`config.mk`:
```
export PLATFORM = sky130hd
export DESIGN_NAME = multisim_apb_arbiter
export DESIGN_NICKNAME = d
export VERILOG_FILES = /design/src/rtl/multisim_apb_arb_pkg.sv /design/src/rtl/multisim_rr_arbiter.sv /design/src/rtl/multisim_apb_arbiter.sv
export SDC_FILE = /design/constraint.sdc
export NUM_CORES = 1
export LEC_CHECK = 0
export CORE_AREA = 2 2 209 211
export CTS_BUF_LIST = sky130_fd_sc_hd__clkbuf_8 sky130_fd_sc_hd__clkbuf_16
export DETAILED_ROUTE_END_ITERATION = 10
export DIE_AREA = 0 0 211 213
export MAX_ROUTING_LAYER = met4
export PLACE_DENSITY = 0.5
export SKIP_CTS_REPAIR_TIMING = 1
export SLEW_MARGIN = 10
export SYNTH_ARGS = -nofsm -noshare
export SYNTH_HDL_FRONTEND = slang
export SYNTH_SLANG_ARGS = --single-unit
```
`constraint.sdc`:
```
create_clock -name clk -period 3.3 [get_ports clk]
set_clock_uncertainty 0.2 [all_clocks]
set_input_delay 0.33 -clock clk [delete_from_list [all_inputs] [get_ports clk]]
set_output_delay 0.33 -clock clk [all_outputs]
set_load 0.05 [all_outputs]
```
`src/rtl/multisim_apb_arb_pkg.sv`:
```
// multisim_apb_arb_pkg: shared types and index helper for the multisim APB arbiter
package multisim_apb_arb_pkg;
  typedef enum logic [2:0] {
    IDLE   = 3'b001,
    SETUP  = 3'b010,
    ACCESS = 3'b100
  } apb_arb_state_t;
  typedef struct packed {
    logic [31:0] paddr;
    logic        pwrite;
    logic [31:0] pwdata;
    logic [3:0]  pstrb;
    logic [2:0]  pprot;
  } multisim_apb_req_t;
  typedef struct packed {
    logic [31:0] prdata;
    logic        pslverr;
  } multisim_apb_resp_t;
  function automatic int rr_next(input int idx, input int n);
    return (idx >= n - 1) ? 0 : idx + 1;
  endfunction
endpackage

```
`src/rtl/multisim_rr_arbiter.sv`:
```
// multisim_rr_arbiter: combinational round-robin picker; mask bits are excluded from the pick
module multisim_rr_arbiter #(
  parameter int N = 4,
  parameter int IW = $clog2(N)
) (
  input  logic [N-1:0]  req,
  input  logic [IW-1:0] start,
  input  logic [N-1:0]  mask,
  output logic          found,
  output logic [IW-1:0] idx
);
  logic [N-1:0]   elig;
  logic [2*N-1:0] rot;
  assign elig  = req & ~mask;
  assign rot   = {elig, elig} >> start;
  assign found = |elig;
  // descending scan so the lowest rotated offset wins
  always_comb begin
    idx = '0;
    for (int i = N - 1; i >= 0; i--)
      if (rot[i]) idx = IW'((int'(start) + i) % N);
  end
endmodule

```
`src/rtl/multisim_apb_arbiter.sv`:
```
// multisim_apb_arbiter: round-robin sharing of one APB manager port among NUM_REQ requesters,
// with an optional ACCESS timeout that force-completes a hung transfer
module multisim_apb_arbiter
  import multisim_apb_arb_pkg::*;
#(
  parameter int  NUM_REQ        = 4,
  parameter int  TIMEOUT_CYCLES = 64,
  parameter type apb_req_t      = multisim_apb_req_t,
  parameter type apb_resp_t     = multisim_apb_resp_t
) (
  input  logic                       clk,
  input  logic                       rst_n,
  input  apb_req_t  [NUM_REQ-1:0]    i_apb_s_req,
  input  logic      [NUM_REQ-1:0]    i_apb_s_psel,
  input  logic      [NUM_REQ-1:0]    i_apb_s_penable,
  output logic      [NUM_REQ-1:0]    o_apb_s_pready,
  output apb_resp_t [NUM_REQ-1:0]    o_apb_s_resp,
  output apb_req_t                   o_apb_m_req,
  output logic                       o_apb_m_psel,
  output logic                       o_apb_m_penable,
  input  logic                       i_apb_m_pready,
  input  apb_resp_t                  i_apb_m_resp,
  output logic [$clog2(NUM_REQ)-1:0] o_grant,
  output logic                       o_timeout
);
  localparam int GW = $clog2(NUM_REQ);
  localparam int CW = (TIMEOUT_CYCLES > 1) ? $clog2(TIMEOUT_CYCLES) : 1;
  apb_arb_state_t state;
  logic [GW-1:0] grant, rr_ptr, start, pick;
  logic [NUM_REQ-1:0] mask;
  logic [CW-1:0] cnt;
  logic found, in_access, tmo, done;
  assign in_access = rst_n && state == ACCESS;
  assign tmo = in_access && !i_apb_m_pready && TIMEOUT_CYCLES > 0 && cnt == CW'(TIMEOUT_CYCLES - 1);
  assign done = in_access && (i_apb_m_pready || tmo);
  // in ACCESS the picker serves the back-to-back decision, excluding the current owner
  assign start = (state == ACCESS) ? GW'(rr_next(int'(grant), NUM_REQ)) : rr_ptr;
  assign mask = (state == ACCESS) ? NUM_REQ'(1) << grant : '0;
  multisim_rr_arbiter #(.N(NUM_REQ)) u_rr (
    .req(i_apb_s_psel),
    .start(start),
    .mask(mask),
    .found(found),
    .idx(pick)
  );
  assign o_apb_m_psel = state != IDLE;
  assign o_apb_m_penable = state == ACCESS;
  assign o_apb_m_req = o_apb_m_psel ? i_apb_s_req[grant] : '0;
  assign o_grant = o_apb_m_psel ? grant : '0;
  assign o_timeout = tmo;
  always_comb begin
    o_apb_s_pready = '0;
    o_apb_s_resp = '0;
    o_apb_s_pready[grant] = done;
    o_apb_s_resp[grant] = (done && i_apb_m_pready) ? i_apb_m_resp : '0;
  end
  always_ff @(posedge clk) begin
    if (!rst_n) begin
      state <= IDLE;
      rr_ptr <= '0;
      grant <= '0;
      cnt <= '0;
    end else begin
      unique case (state)
        IDLE: if (found) begin
          state <= SETUP;
          grant <= pick;
        end
        SETUP: begin
          state <= ACCESS;
          cnt <= '0;
        end
        ACCESS: if (i_apb_m_pready) begin
          rr_ptr <= start;
          state <= found ? SETUP : IDLE;
          if (found) grant <= pick;
        end else if (tmo) state <= IDLE;
        else cnt <= cnt + 1'b1;
        default: state <= IDLE;
      endcase
    end
  end
`ifndef SYNTHESIS
  a_psel_held: assert property (@(posedge clk) disable iff (!rst_n) state != IDLE |-> i_apb_s_psel[grant]);
  a_penable: assert property (@(posedge clk) disable iff (!rst_n) state == ACCESS |-> i_apb_s_penable[grant]);
`endif
endmodule

```
Yosys cells after proc, flatten, opt, wreduce, memory -nomap -nowiden --
Cells that the tools add are included.
Storage, ports and cells: register bits 13, input bits 332, output and inout port bits 213, logic and storage cells 70
Operators by class: add/sub/neg operators 5, $lt $le $gt $ge 3, equal/unequal tests 10, shifts and indexed selects 2, muxes and demuxes 27, bitwise logic cells 4, reductions and logical operators 15
Operators by type and width (number):
- 72-bit binary-select mux with 2-bit select | 1
- 72-bit two-way mux | 2
- 132-bit bitwise AND | 1
- 33-bit demux with 2-bit select | 1
- 33-bit two-way mux | 2
- 2-bit two-way mux | 10
- 6-bit two-way mux | 2
- 6-bit case mux with 2 select lines | 1
- 3-bit two-way mux | 3
- 3-bit case mux with 3 select lines | 1
- 4-bit bitwise AND | 2
- 8-bit by 2-bit right shift with 4-bit output | 1
- 6-bit by 1-bit adder with 6-bit output (second input constant) | 1
- 6-bit equality test (second input constant) | 1
- 1-bit logical AND | 6
- 2-bit inequality test (second input constant) | 3
- 3-bit by 1-bit inequality test with 1-bit output (second input constant) | 2
- 2-bit AND reduction | 3
- 2-bit by 1-bit adder with 2-bit output (second input constant) | 2
- 2-bit adder (second input constant) | 2
- 4-bit two-way mux | 1
- 4-bit NOT | 1
- 2-bit case mux with 2 select lines | 1
- 2-bit nonzero test | 2
- 14 further kinds | 14

Longest topological paths before layout --
Gate-level depths: netlist of run 1.
depth in word-level cells 12, depth in mapped cells 9, mapped depth without buffers 7

By module --
From an unflattened synthesis of run 1, not the netlist that was laid out.
Unflattened totals: cell total of the unflattened synthesis 445, area, all modules 4108.9 µm²
Modules (own cells, without submodules):
- multisim_apb_arbiter | times used 1, cells each 430, area an instance 3985.1 µm², seq. area each 260.2 µm²
- multisim_rr_arbiter | times used 1, cells each 15, area an instance 123.9 µm², seq. area each 0.0 µm²

Worst setup path after synthesis of run 1 --
No wires, ideal clock.
path kind reg-to-output, from register state[2], to output port o_apb_s_pready[0], arrival 2.057 ns, required time 2.770 ns, slack 0.713 ns, cell stages (with the launch flop) 7, cells stage by stage dfxtp_1 -> buf_4 -> or3b_1 -> buf_6 -> clkinv_1 -> nand2_1 -> nor2_1
Between the ends: cells in the longest elaborated chain, start to end 7
Ends and longest elaborated chain:
- start, declared | line multisim_apb_arbiter.sv:28 | apb_arb_state_t state;
- start signal, assigned | line multisim_apb_arbiter.sv:75 | state <= found ? SETUP : IDLE;
- 3-bit equality test *
- net o_apb_m_penable | line multisim_apb_arbiter.sv:20 | output logic o_apb_m_penable,
- 1-bit logical AND * | line multisim_apb_arbiter.sv:33 | assign in_access = rst_n && state == ACCESS;
- 1-bit logical AND (2 in series) | line multisim_apb_arbiter.sv:34 | assign tmo = in_access && !i_apb_m_pready && TIMEOUT_CYCLES > 0 && cnt == CW'(TIMEOUT_CYCLES - 1);
- 1-bit logical OR | line multisim_apb_arbiter.sv:35 | assign done = in_access && (i_apb_m_pready || tmo);
- 1-bit logical AND * | line multisim_apb_arbiter.sv:35
- 4-bit bitwise AND (no source line) *
- end, declared | line multisim_apb_arbiter.sv:16 | output logic [NUM_REQ-1:0] o_apb_s_pready,
Mark *: on every way through the listed nets, which the timed path passes. The rest lies on a longest branch.

==> key figures, run 1 <==
Outcome
  • Run status: completed

Clock tree
  • H-tree depth: 1
  • CTS buffer count: 3
  • Clock transition at the registers of the reported paths: 0.04 ns
  • Clk Latency, worst-skew pair: 0.24 ns
  • CTS tree: built
  • Clock Path Buffers: 2
  • Root cell of the clock tree: clkbuf_16
  • Clock Sinks: 13

Synth
  • Synth Register Bits: 13
  • Synth top area share: 40.19%
  • Most common cell in the netlist: and3_1
  • Synth Area per Inst: 9.047 um^2
  • Compound-cell area share of the yosys netlist: 5.209%
  • XOR/XNOR Fraction of Synth Area: 1.085%
  • Largest family of logic cells by synthesized area: multiplexers
  • Post-synthesis cell count: 446
  • Sequential element share of the synthesized area: 6.450%
  • Synth Area in Simple Gates: 38.05%
  • Synth cell count leaders: 133 x and3_1, 72 x mux4_2, 72 x nor2b_1, 44 x clkbuf_1, 18 x nor2_1
  • Multiplexer area fraction after synthesis: 40.93%
  • Adder-cell share of the synthesized area: 1.550%
  • Synth async-reset ratio: 0%
  • Yosys warning count: 0
  • Post-synth EDFFs: 0
  • Synthesized area: 4035 um^2
  • Netlist cell types: 44
  • Primary FF master, synth: dfxtp_1
  • Largest cells by area after synthesis: mux4_2 40%, and3_1 21%, nor2b_1 11%, dfxtp_1 6.4%, clkbuf_1 4.1%
  • Post-Syn Nets: 783
  • Yosys top cell by area: mux4_2

Layout
  • Layout Cells excl Fill: 1,501
  • Area growth from synthesis to layout: 182.6%
  • Fill cell count: 4,487
  • Fraction of layout instances using a drive strength above 1: 29.97%
  • Nets: 1,289
  • Final core occ: 26.71%

Timing
  • Sum Neg Setup Slack: 0 ns
  • Fin. Hold Viols: 0
  • Final Max Slew Viols: 0
  • Final worst-path cycle share: 92.65%
  • FMAX: 327.1 MHz
  • RSZ-0062 raised after global routing: false
  • Final WS setup: 0.2425 ns
  • Max transition margin: 56.08%
  • Final setup vio count: 0
  • Worst-Margin Slew: 0.6588 ns
  • Post-route minimum period: 3.058 ns

Setup path
  • Top Family by Delay on Critical Path: flip-flops
  • Crit Path Category: register to primary output
  • CP Cell Sequence: mux4_2, nor2b_1, clkdlybuf4s50_1
  • Critical Path End Type: primary output
  • Critical path buffer and inverter count: 1
  • Critical path arrival: 2.53 ns
  • CP Data Required Time: 2.77 ns
  • CP Launch Type: register
  • CP max FO: 30
  • Worst path max stage delay: 0.77 ns
  • Critical path's slowest cell: dfxtp_4

Detailed routing
  • Post-route ant nets: 0
  • DR iter-0 viols: 309
  • DR WL/cell: 17.68 um
  • Final WL: 26,540 um
  • Drt pass-1 iters: 4
  • Remaining DRCs: 0
  • Vias per cell: 3.823
  • Via count: 5,739

Power
  • Static Leak: 0.004524 uW
  • Worst vdd ir: 0.1259 mV
  • PwrDens: 215.6 nW/um^2

Placed design
  • PortBufs: 540
  • Routability cong.: 0.7876
  • Setup WS pre-CTS: 0.3866 ns
  • Post-DP HPWL: 22,610 um
  • Cell Count Post-Placement: 1,493

GRT
  • All-Layer GR Usage: 11.15%
  • First-pass GRT wire length: 36,620 um
  • Largest net degree at the start of global routing: 133
  • Grt total ovfl: 0
  • Initial antenna violation count: 4
  • Vias in the first global route: 5,825

Floorplanning
  • Ports: 545
  • Die X: 211 um
  • Row count: 76
  • DIE AREA: 44,940 um^2
  • Die Y-Extent: 213 um
  • Floorplan core area: 42,700 um^2
  • Starting Density: 9.451%

Job
  • Max_cap viols: 0

Hold path
  • Hold Path Class: register to register
[worst paths after layout]
path,from,end,slack (ns),depth (start not counted)
worst min register to register,cnt[1]$_SDFFE_PN0P_,cnt[1]$_SDFFE_PN0P_,0.31,2
worst min-delay path,cnt[1]$_SDFFE_PN0P_,cnt[1]$_SDFFE_PN0P_,0.31,2
worst max-delay path,grant[0]$_SDFFE_PN0P_,o_apb_m_req[65],0.24,3
worst max register to register,grant[0]$_SDFFE_PN0P_,grant[1]$_SDFFE_PN0P_,0.57,7
[cell usage in the layout (no fill, tap or decap), types with 3 or more instances in the layout]
cell,netlist,final
a211oi_1,5,5
and3_1,133,133
buf_12,0,140
buf_4,1,63
clkbuf_16,0,3
clkdlybuf4s50_1,0,353
dfxtp_1,13,11
diode_2,0,4
ha_1,5,5
inv_1,9,10
mux2i_1,3,3
mux4_2,72,72
nand2_1,7,7
nand2b_1,3,3
nand3_1,7,7
nor2_1,18,18
nor2b_1,72,72
nor3_1,3,3
o21ai_0,6,6
o21ai_1,3,3
xnor2_1,5,5
[metrics by stage]
| step | total power (uW) | hold slack [ns] | cell area, um^2 |
|---|---|---|---|
| 6_report | 2458 | 0.3111 | 11400 |
| 5_1_grt | 2585 | 0.3400 | 11400 |
| 4_1_cts | 2494 | 0.3138 | 11390 |
| 3_5_place_dp | 2260 | 0.3061 | 11310 |
| 3_3_place_gp | 2258 | 0.3038 | 11310 |
| 2_1_floorplan | 1369 | 0.2794 | 4035 |
[cell type report]
cell class	instances	area, um^2	share of cell area (%)
well taps	546	683.2	5.991
clock inverters	1	3.754	0.03292
repair buffers	556	6809	59.71
clock buffers	3	75.07	0.6583
diodes	4	10.01	0.08778
flip-flops and latches	13	267.8	2.348
inverters	10	37.54	0.3292
multi-input cells	368	3517	30.84
[layer usage]
layer,GRT usage (%),wire length (um),vias up
met2,20.86,14440,294
met3,1.750,1670,14
met5,-,0,-
li1,-,-,2724
met4,2.817,434,0
met1,12.28,9999,2707
[worst register-to-register path, stage by stage (launching register included)]
cell     delay, ns
dfxtp_4       0.77
inv_1         0.20
ha_1          0.45
inv_1         0.18
o21ai_0       0.14
a41o_1        0.31
and3_1        0.19
a31o_1        0.17
[where the power goes]
group	internal [uW]	leakage, uW	switching (uW)
clock network	160	0.0000423	65.6
logic	904	0.00438	1110
registers	165	0.000107	50.3
total	1230	0.00452	1230
[sequential cells by signal, indices dropped and copies added (netlist names)]
signal / flops
grant: 2
rr_ptr: 2
state: 3
cnt: 6
[cell families after synthesis]
| logic type | Yosys count |
|---|---|
| simple gates | 254 |
| mux | 75 |
| buf+inv | 65 |
| compound gates | 29 |
| flops | 13 |
| xor+xnor | 5 |
| fa+ha+maj | 5 |
Power figures use the tool's default switching activity.
==> run 2, diff against run 1 <==
- DONT_BUFFER_PORTS: default -> 1
- PLACE_DENSITY: 0.5 -> 0.34
==> key figures, run 2 (synthesis gave the netlist of run 1 again) <==
Setup path
  • CP Data Required Time: 2.77 ns
  • Crit Path Category: register to primary output
  • CP max FO: 32
  • Critical path arrival: 2.26 ns
  • Critical Path End Type: primary output
  • CP Launch Type: register

Outcome
  • Run status: completed

GRT
  • Initial antenna violation count: 12
  • Grt total ovfl: 0
  • Vias in the first global route: 3,947
  • All-Layer GR Usage: 8.137%
  • Largest net degree at the start of global routing: 133
  • First-pass GRT wire length: 26,130 um

Timing
  • WHS: 0.01625 ns
  • RSZ-0062 raised after global routing: false
  • Final setup vio count: 0
  • Worst-Margin Slew: 0.5867 ns
  • Sum Neg Setup Slack: 0 ns
  • Final WS setup: 0.5060 ns
  • Final worst-path cycle share: 84.67%
  • Max transition margin: 60.89%
  • FMAX: 357.9 MHz
  • Fin. Hold Viols: 0
  • Post-route minimum period: 2.794 ns
  • Final Max Slew Viols: 0

Floorplanning
  • DIE AREA: 44,940 um^2
  • Die X: 211 um
  • Ports: 545
  • Die Y-Extent: 213 um
  • Starting Density: 9.451%
  • Row count: 76
  • Floorplan core area: 42,700 um^2

Hold path
  • Hold Path Class: primary input to register

Layout
  • Max reg flops: 6
  • Nets: 867
  • Most used cells in the layout excluding fill and tap cells: 133 x and3_1, 129 x buf_4, 72 x mux4_2, 71 x nor2b_1, 18 x nor2_1
  • Multi-input logic area: 3525 um^2
  • Storage cell area: 267.8 um^2
  • Layout Cells excl Fill: 1,089
  • Fraction of layout instances using a drive strength above 1: 41.02%
  • Final Cell Area: 5685 um^2
  • Fill cell count: 4,866
  • Register bank with the most flops: cnt
  • Top Registers: cnt x6, state x3
  • Commonest non-fill, non-tap cell in the layout: and3_1
  • Area growth from synthesis to layout: 40.90%

Detailed routing
  • Final WL: 21,230 um
  • Vias per cell: 4.020
  • Remaining DRCs: 0
  • DR WL/cell: 19.50 um
  • Via count: 4,378
  • Post-route ant nets: 0
  • Drt pass-1 iters: 7
  • DR iter-0 viols: 332

Power
  • Worst vdd ir: 0.1789 mV
  • Static Leak: 0.002408 uW
  • PwrDens: 354.2 nW/um^2

Job
  • Max_cap viols: 0

Placed design
  • Post-DP HPWL: 17,820 um
  • Cell Count Post-Placement: 1,070
  • Area of placed instances: 5562 um^2
  • Routability cong.: 0.7862
  • Setup WS pre-CTS: 0.6837 ns
  • PortBufs: 0

Clock tree
  • H-tree depth: 1
  • Root cell of the clock tree: clkbuf_16
  • Clock Path Buffers: 2
  • Clock transition at the registers of the reported paths: 0.04 ns
  • CTS buffer count: 3
  • Clk Latency, worst-skew pair: 0.24 ns
  • Clock Sinks: 13
  • CTS tree: built
run 2: changes by cell type in the layout (fill, tap and decap cells not counted), sizes merged:
cell and change:
clkdlybuf4s50 -353, dlygate4sd3 +1, diode +10, buf -70
run 2: area by class of cell:
type	instances	area share [%]
Clock inverter	1	0.06602
Timing Repair Buffer	134	18.62
Multi-Input combinational cell	368	61.99
Sequential cell	13	4.710
Tap cell	546	12.02
Inverter	10	0.6602
Clock buffer	3	1.320
Antenna cell	14	0.6162
run 2: path summary, 6_finish.rpt:
check	endpoint	cells after the start	from	slack, ns
worst min register to register	cnt[1]$_SDFFE_PN0P_	2	cnt[1]$_SDFFE_PN0P_	0.31
worst max register to register	grant[1]$_SDFFE_PN0P_	7	grant[1]$_SDFFE_PN0P_	0.77
worst max-delay path	o_apb_s_resp[11]	4	grant[1]$_SDFFE_PN0P_	0.51
worst min-delay path	state[2]$_SDFFE_PN0P_	1	rst_n	0.02
run 2: metrics by stage:
stage          total power [uW]  util (%)
6_report                   2014     13.32
5_1_grt                    2101     13.28
4_1_cts                    2037     13.21
3_5_place_dp               1802     13.03
3_3_place_gp               1809     13.03
2_1_floorplan              1369         -
run 2: power by group:
| group | leakage [uW] | internal [uW] | switching [uW] |
|---|---|---|---|
| logic | 0.00226 | 537 | 1060 |
| clock network | 0.0000424 | 160 | 64.5 |
| registers | 0.000107 | 165 | 32.4 |
run 2: worst max-delay path, cell delays in order (launching register included):
cell     delay (ns)
dfxtp_4        0.47
inv_1          0.17
ha_1           0.50
buf_4          0.34
and3_1         0.52
run 2: layer usage:
metal | share of wire, % | GRT usage (%)
met1 | 39 | 10.34
met2 | 47 | 12.75
met3 | 11 | 2.309
met4 | 2.4 | 1.943
met5 | 0 | -
==> run 3, diff against run 2 <==
- clock period: 3.3 -> 2.9 ns (I/O delays scaled with it)
==> key figures, run 3 (synthesis gave the netlist of run 1 again) <==
Setup path
  • Worst path max stage delay: 0.46 ns
  • Crit-path most repeated cell: buf_4
  • Critical path's slowest cell: buf_4
  • Crit Path Category: register to primary output
  • CP Cell Sequence: buf_4, mux4_2, nor2b_1, buf_4
  • Top Family by Delay on Critical Path: buffers and inverters
  • Critical Path End Type: primary output
  • Critical path buffer and inverter count: 2
  • CP Data Required Time: 2.41 ns
  • CP max FO: 44
  • CP Launch Type: register
  • Critical path arrival: 2.10 ns

GRT
  • All-Layer GR Usage: 8.990%
  • Initial antenna violation count: 13
  • First-pass GRT wire length: 28,990 um
  • Largest net degree at the start of global routing: 133
  • Vias in the first global route: 4,228
  • Grt total ovfl: 0

Power
  • Static Leak: 0.003076 uW
  • Worst vdd ir: 0.1805 mV
  • PwrDens: 321.6 nW/um^2

Detailed routing
  • Final WL: 22,910 um
  • Post-route ant nets: 0
  • Vias per cell: 3.959
  • Remaining DRCs: 0
  • Via count: 4,668
  • DR WL/cell: 19.44 um
  • Drt pass-1 iters: 4
  • DR iter-0 viols: 416

Clock tree
  • Clock Sinks: 13
  • CTS tree: built
  • CTS buffer count: 3
  • Root cell of the clock tree: clkbuf_16
  • Clock Path Buffers: 2
  • H-tree depth: 1
  • Clk Latency, worst-skew pair: 0.24 ns
  • Clock transition at the registers of the reported paths: 0.04 ns

Placed design
  • PortBufs: 0
  • Routability cong.: 0.8068
  • Post-DP HPWL: 19,200 um

Timing
  • Post-route minimum period: 2.593 ns
  • Fin. Hold Viols: 1
  • RSZ-0062 raised after global routing: false
  • Final setup vio count: 0
  • Final Max Slew Viols: 0
  • Sum Neg Setup Slack: 0 ns
  • Max transition margin: 59.49%
  • WHS: -0.005321 ns
  • Final worst-path cycle share: 89.41%
  • Worst-Margin Slew: 0.6076 ns
  • FMAX: 385.7 MHz

Layout
  • Area growth from synthesis to layout: 77.95%
  • Nets: 958
  • Register bank with the most flops: cnt
  • Most used cells in the layout excluding fill and tap cells: 155 x buf_4, 133 x and3_1, 72 x mux4_2, 71 x nor2b_1, 69 x buf_12
  • Max reg flops: 6
  • Fraction of layout instances using a drive strength above 1: 49.84%
  • Commonest non-fill, non-tap cell in the layout: buf_4
  • Top Registers: cnt x6, state x3

Hold path
  • Hold Path Class: primary input to register

Floorplanning
  • Ports: 545
  • Floorplan core area: 42,700 um^2
  • Die X: 211 um
  • Starting Density: 9.451%
  • Die Y-Extent: 213 um
  • DIE AREA: 44,940 um^2
  • Row count: 76

Job
  • Max_cap viols: 0

Outcome
  • Failing checks: hold timing
  • Run status: finished with violations
[run 3: worst register-to-register path: cells and delay by family, from the launching register on]
kind                   cells  cell delay [ns]
DFF                        1             0.63
and+or+nand+nor            1             0.44
buffers and inverters      1             0.32
AOI/OAI and AO/OA          3             0.90
[run 3: layer usage]
layer  track usage (%)  vias to the layer above  wire length, um
met4             1.190                        0              271
met3             2.589                       16             2263
li1                  -                     2067                -
met5                 -                        -                0
met1             11.48                     2238             9343
met2             14.43                      347            11040
[run 3: area by class of cell]
type                            instances  area, um^2
Sequential cell                        13       267.8
Clock inverter                          1       5.005
Fill cell                            4761       35520
Inverter                               10       37.54
Multi-Input combinational cell        368        3525
Antenna cell                           13       32.53
Timing Repair Buffer                  225        2555
Clock buffer                            3       75.07
Tap cell                              546       683.2
[run 3: path summary, 6_finish.rpt]
path | start | to | slack (ns) | depth (start not counted)
setup / recovery | grant[1]$_SDFFE_PN0P_ | o_apb_m_req[25] | 0.31 | 4
hold / removal | rst_n | grant[0]$_SDFFE_PN0P_ | -0.005 | 2
setup reg to reg | state[0]$_SDFFE_PN1P_ | grant[1]$_SDFFE_PN0P_ | 0.34 | 5
hold reg to reg | cnt[1]$_SDFFE_PN0P_ | cnt[1]$_SDFFE_PN0P_ | 0.32 | 2
[run 3: power by group]
| part | internal [uW] | switching (uW) | total [uW] |
|---|---|---|---|
| sequential | 188 | 23.0 | 211 |
| clock | 184 | 80.1 | 264 |
| combinational | 617 | 1220 | 1830 |
| total | 989 | 1320 | 2310 |
[run 3: metrics by stage]
step | total power (uW) | worst slack, ns | util [%] | std cells | area, um^2
after floorplan | 1558 | 0.3267 | - | 446 | 4035
after global placement | 2061 | 0.3819 | 16.53 | 1161 | 7058
after detailed placement | 2056 | 0.3841 | 16.53 | 1161 | 7058
after CTS | 2326 | 0.3543 | 16.72 | 1165 | 7138
after global routing | 2409 | 0.1791 | 16.80 | 1176 | 7173
final | 2309 | 0.3070 | 16.82 | 1179 | 7181
==> RTL change: new RTL, config.mk and constraints of run 2 <==
`NUM_REQ`: 4 -> 2.
--- a/src/rtl/multisim_apb_arbiter.sv
+++ b/src/rtl/multisim_apb_arbiter.sv
@@ -3,7 +3,7 @@
 module multisim_apb_arbiter
   import multisim_apb_arb_pkg::*;
 #(
-  parameter int  NUM_REQ        = 4,
+  parameter int  NUM_REQ        = 2,
   parameter int  TIMEOUT_CYCLES = 64,
   parameter type apb_req_t      = multisim_apb_req_t,
   parameter type apb_resp_t     = multisim_apb_resp_t
Interface: changed (6 resized); port bits go from 545 to 328. No check against the original RTL was run, so the function may have changed too.
==> RTL change against run 2 <==
  * Final cell count decreased by 14%
  * Setup slack got worse by 180 ps
  * Wire length decreased by 51%
  * Critical path depth unchanged
  * Area after synthesis decreased by 43%
  * Sequential cell count decreased by 2
  * Total power decreased by 11%
  * Fmax decreased by 6.1%
  * Final area decreased by 37%
==> RTL change: results (changes against run 2) <==
Status
  – Status: finished, final reports clean

Routing
  – Met3 wire len: 896 um (-62%)
  – Met2 wire length: 5520 um (-45%)
  – Post-Route WL: 10500 um (-51%)
  – Vias/cell: 2.77 (-31%)
  – Routed metal-1 wirelength: 3430 um (-58%)
  – Routed vias: 2602 (-41%)
  – DRT Pass-1 Iters: 4 (-3)

Global routing
  – Total GRT Usage: 4.14% (-4.0 points)
  – First-pass GRT wire length: 13300 um (-49%)
  – Pin count of the biggest net entering global routing: 72 (-46%)
  – Initial antenna violation count: 5 (-7)
  – Vias in the first global route: 2393 (-39%)

Timing
  – Slew HR: 56.0% (-4.9 points)
  – Hold WS: 9.94 ps (-6.31 ps)

Setup path
  – Slowest CP cell: or3b_1
  – CP top delay family: simple AND/OR/NAND/NOR gates
  – Worst EP arrival: 2450 ps (+190 ps)
  – CP max FO: 28 (-13%)

Placement
  – Final HPWL DP: 9020 um (-49%)
  – Dpl cells: 931 (-13%)
  – Routability cong.: 0.874 (+11%)

Synth
  – Synth Net Count: 510 (-35%)
  – Register area share after synthesis: 9.63% (+3.2 points)
  – Syn Area/Cell: 7.04 sq um (-22%)
  – Synth top area cells: mux2i_1, and2_1, nor2_1
  – Cell with the most instances after synthesis: nor2_1

Cells and area
  – FILL cells: 4980 (+2.3%)
  – Final #Nets: 575 (-34%)
  – Layout cells sized above 1: 25.4% (-16 points)

Clock network
  – Clk_lat worst skew: 240 ps (about the same)

Pwr
  – Maximum vdd drop: 0.179 mV (+0.23%)
  – Sw frac: 61.2% (+3.9 points)
## RTL change: metal layers
metal  track usage [%]  vias to the layer above
li1                  -                     1229
met1              3.74                     1115
met4              3.11                        0
met2              7.89                      236
met5                 -                        -
met3             0.574                       22
## RTL change: final timing paths
check / startpoint / to / depth (start not counted) / slack [ps]
worst max-delay path: state[2] / o_apb_s_resp[31] / 4 / 320
worst min-delay path: rst_n / state[0] / 1 / 10
worst max register to register: state[1] / grant / 5 / 1270
worst min register to register: cnt[5] / cnt[5] / 2 / 290
## RTL change: power groups by stage
stage,logic (uW),clock network (uW),registers [uW]
after floorplan,1050,0,145
after global placement,1410,0,174
after detailed placement,1400,0,175
after CTS,1400,231,173
after global routing,1460,236,176
final,1390,223,173
## RTL change: logic make-up after synthesis
logic type	after synthesis	share of synthesized area [%]
xor gates and xnor gates	1	0.383
adders and majority gates	1	0.547
buffers and inverters	32	7.66
muxes	77	33.7
AOI/OAI and AO/OA	21	7.28
DFF	11	9.63
and+or+nand+nor	182	40.8
## RTL change: final cells by class
class	instances	share of cell area [%]
Antenna cell	5	0.347
Clock buffer	3	2.08
Clock inverter	1	0.139
Inverter	5	0.659
Multi-Input combinational cell	282	52.8
Sequential cell	11	6.21
Tap cell	546	18.9
Timing Repair Buffer	87	18.8
## RTL change: per-stage QoR
stage	cell area, sq um	power, uW
after global placement	3510	1580
after global routing	3610	1870
final	3610	1790
after floorplan	2290	1200
after detailed placement	3510	1580
after CTS	3590	1810
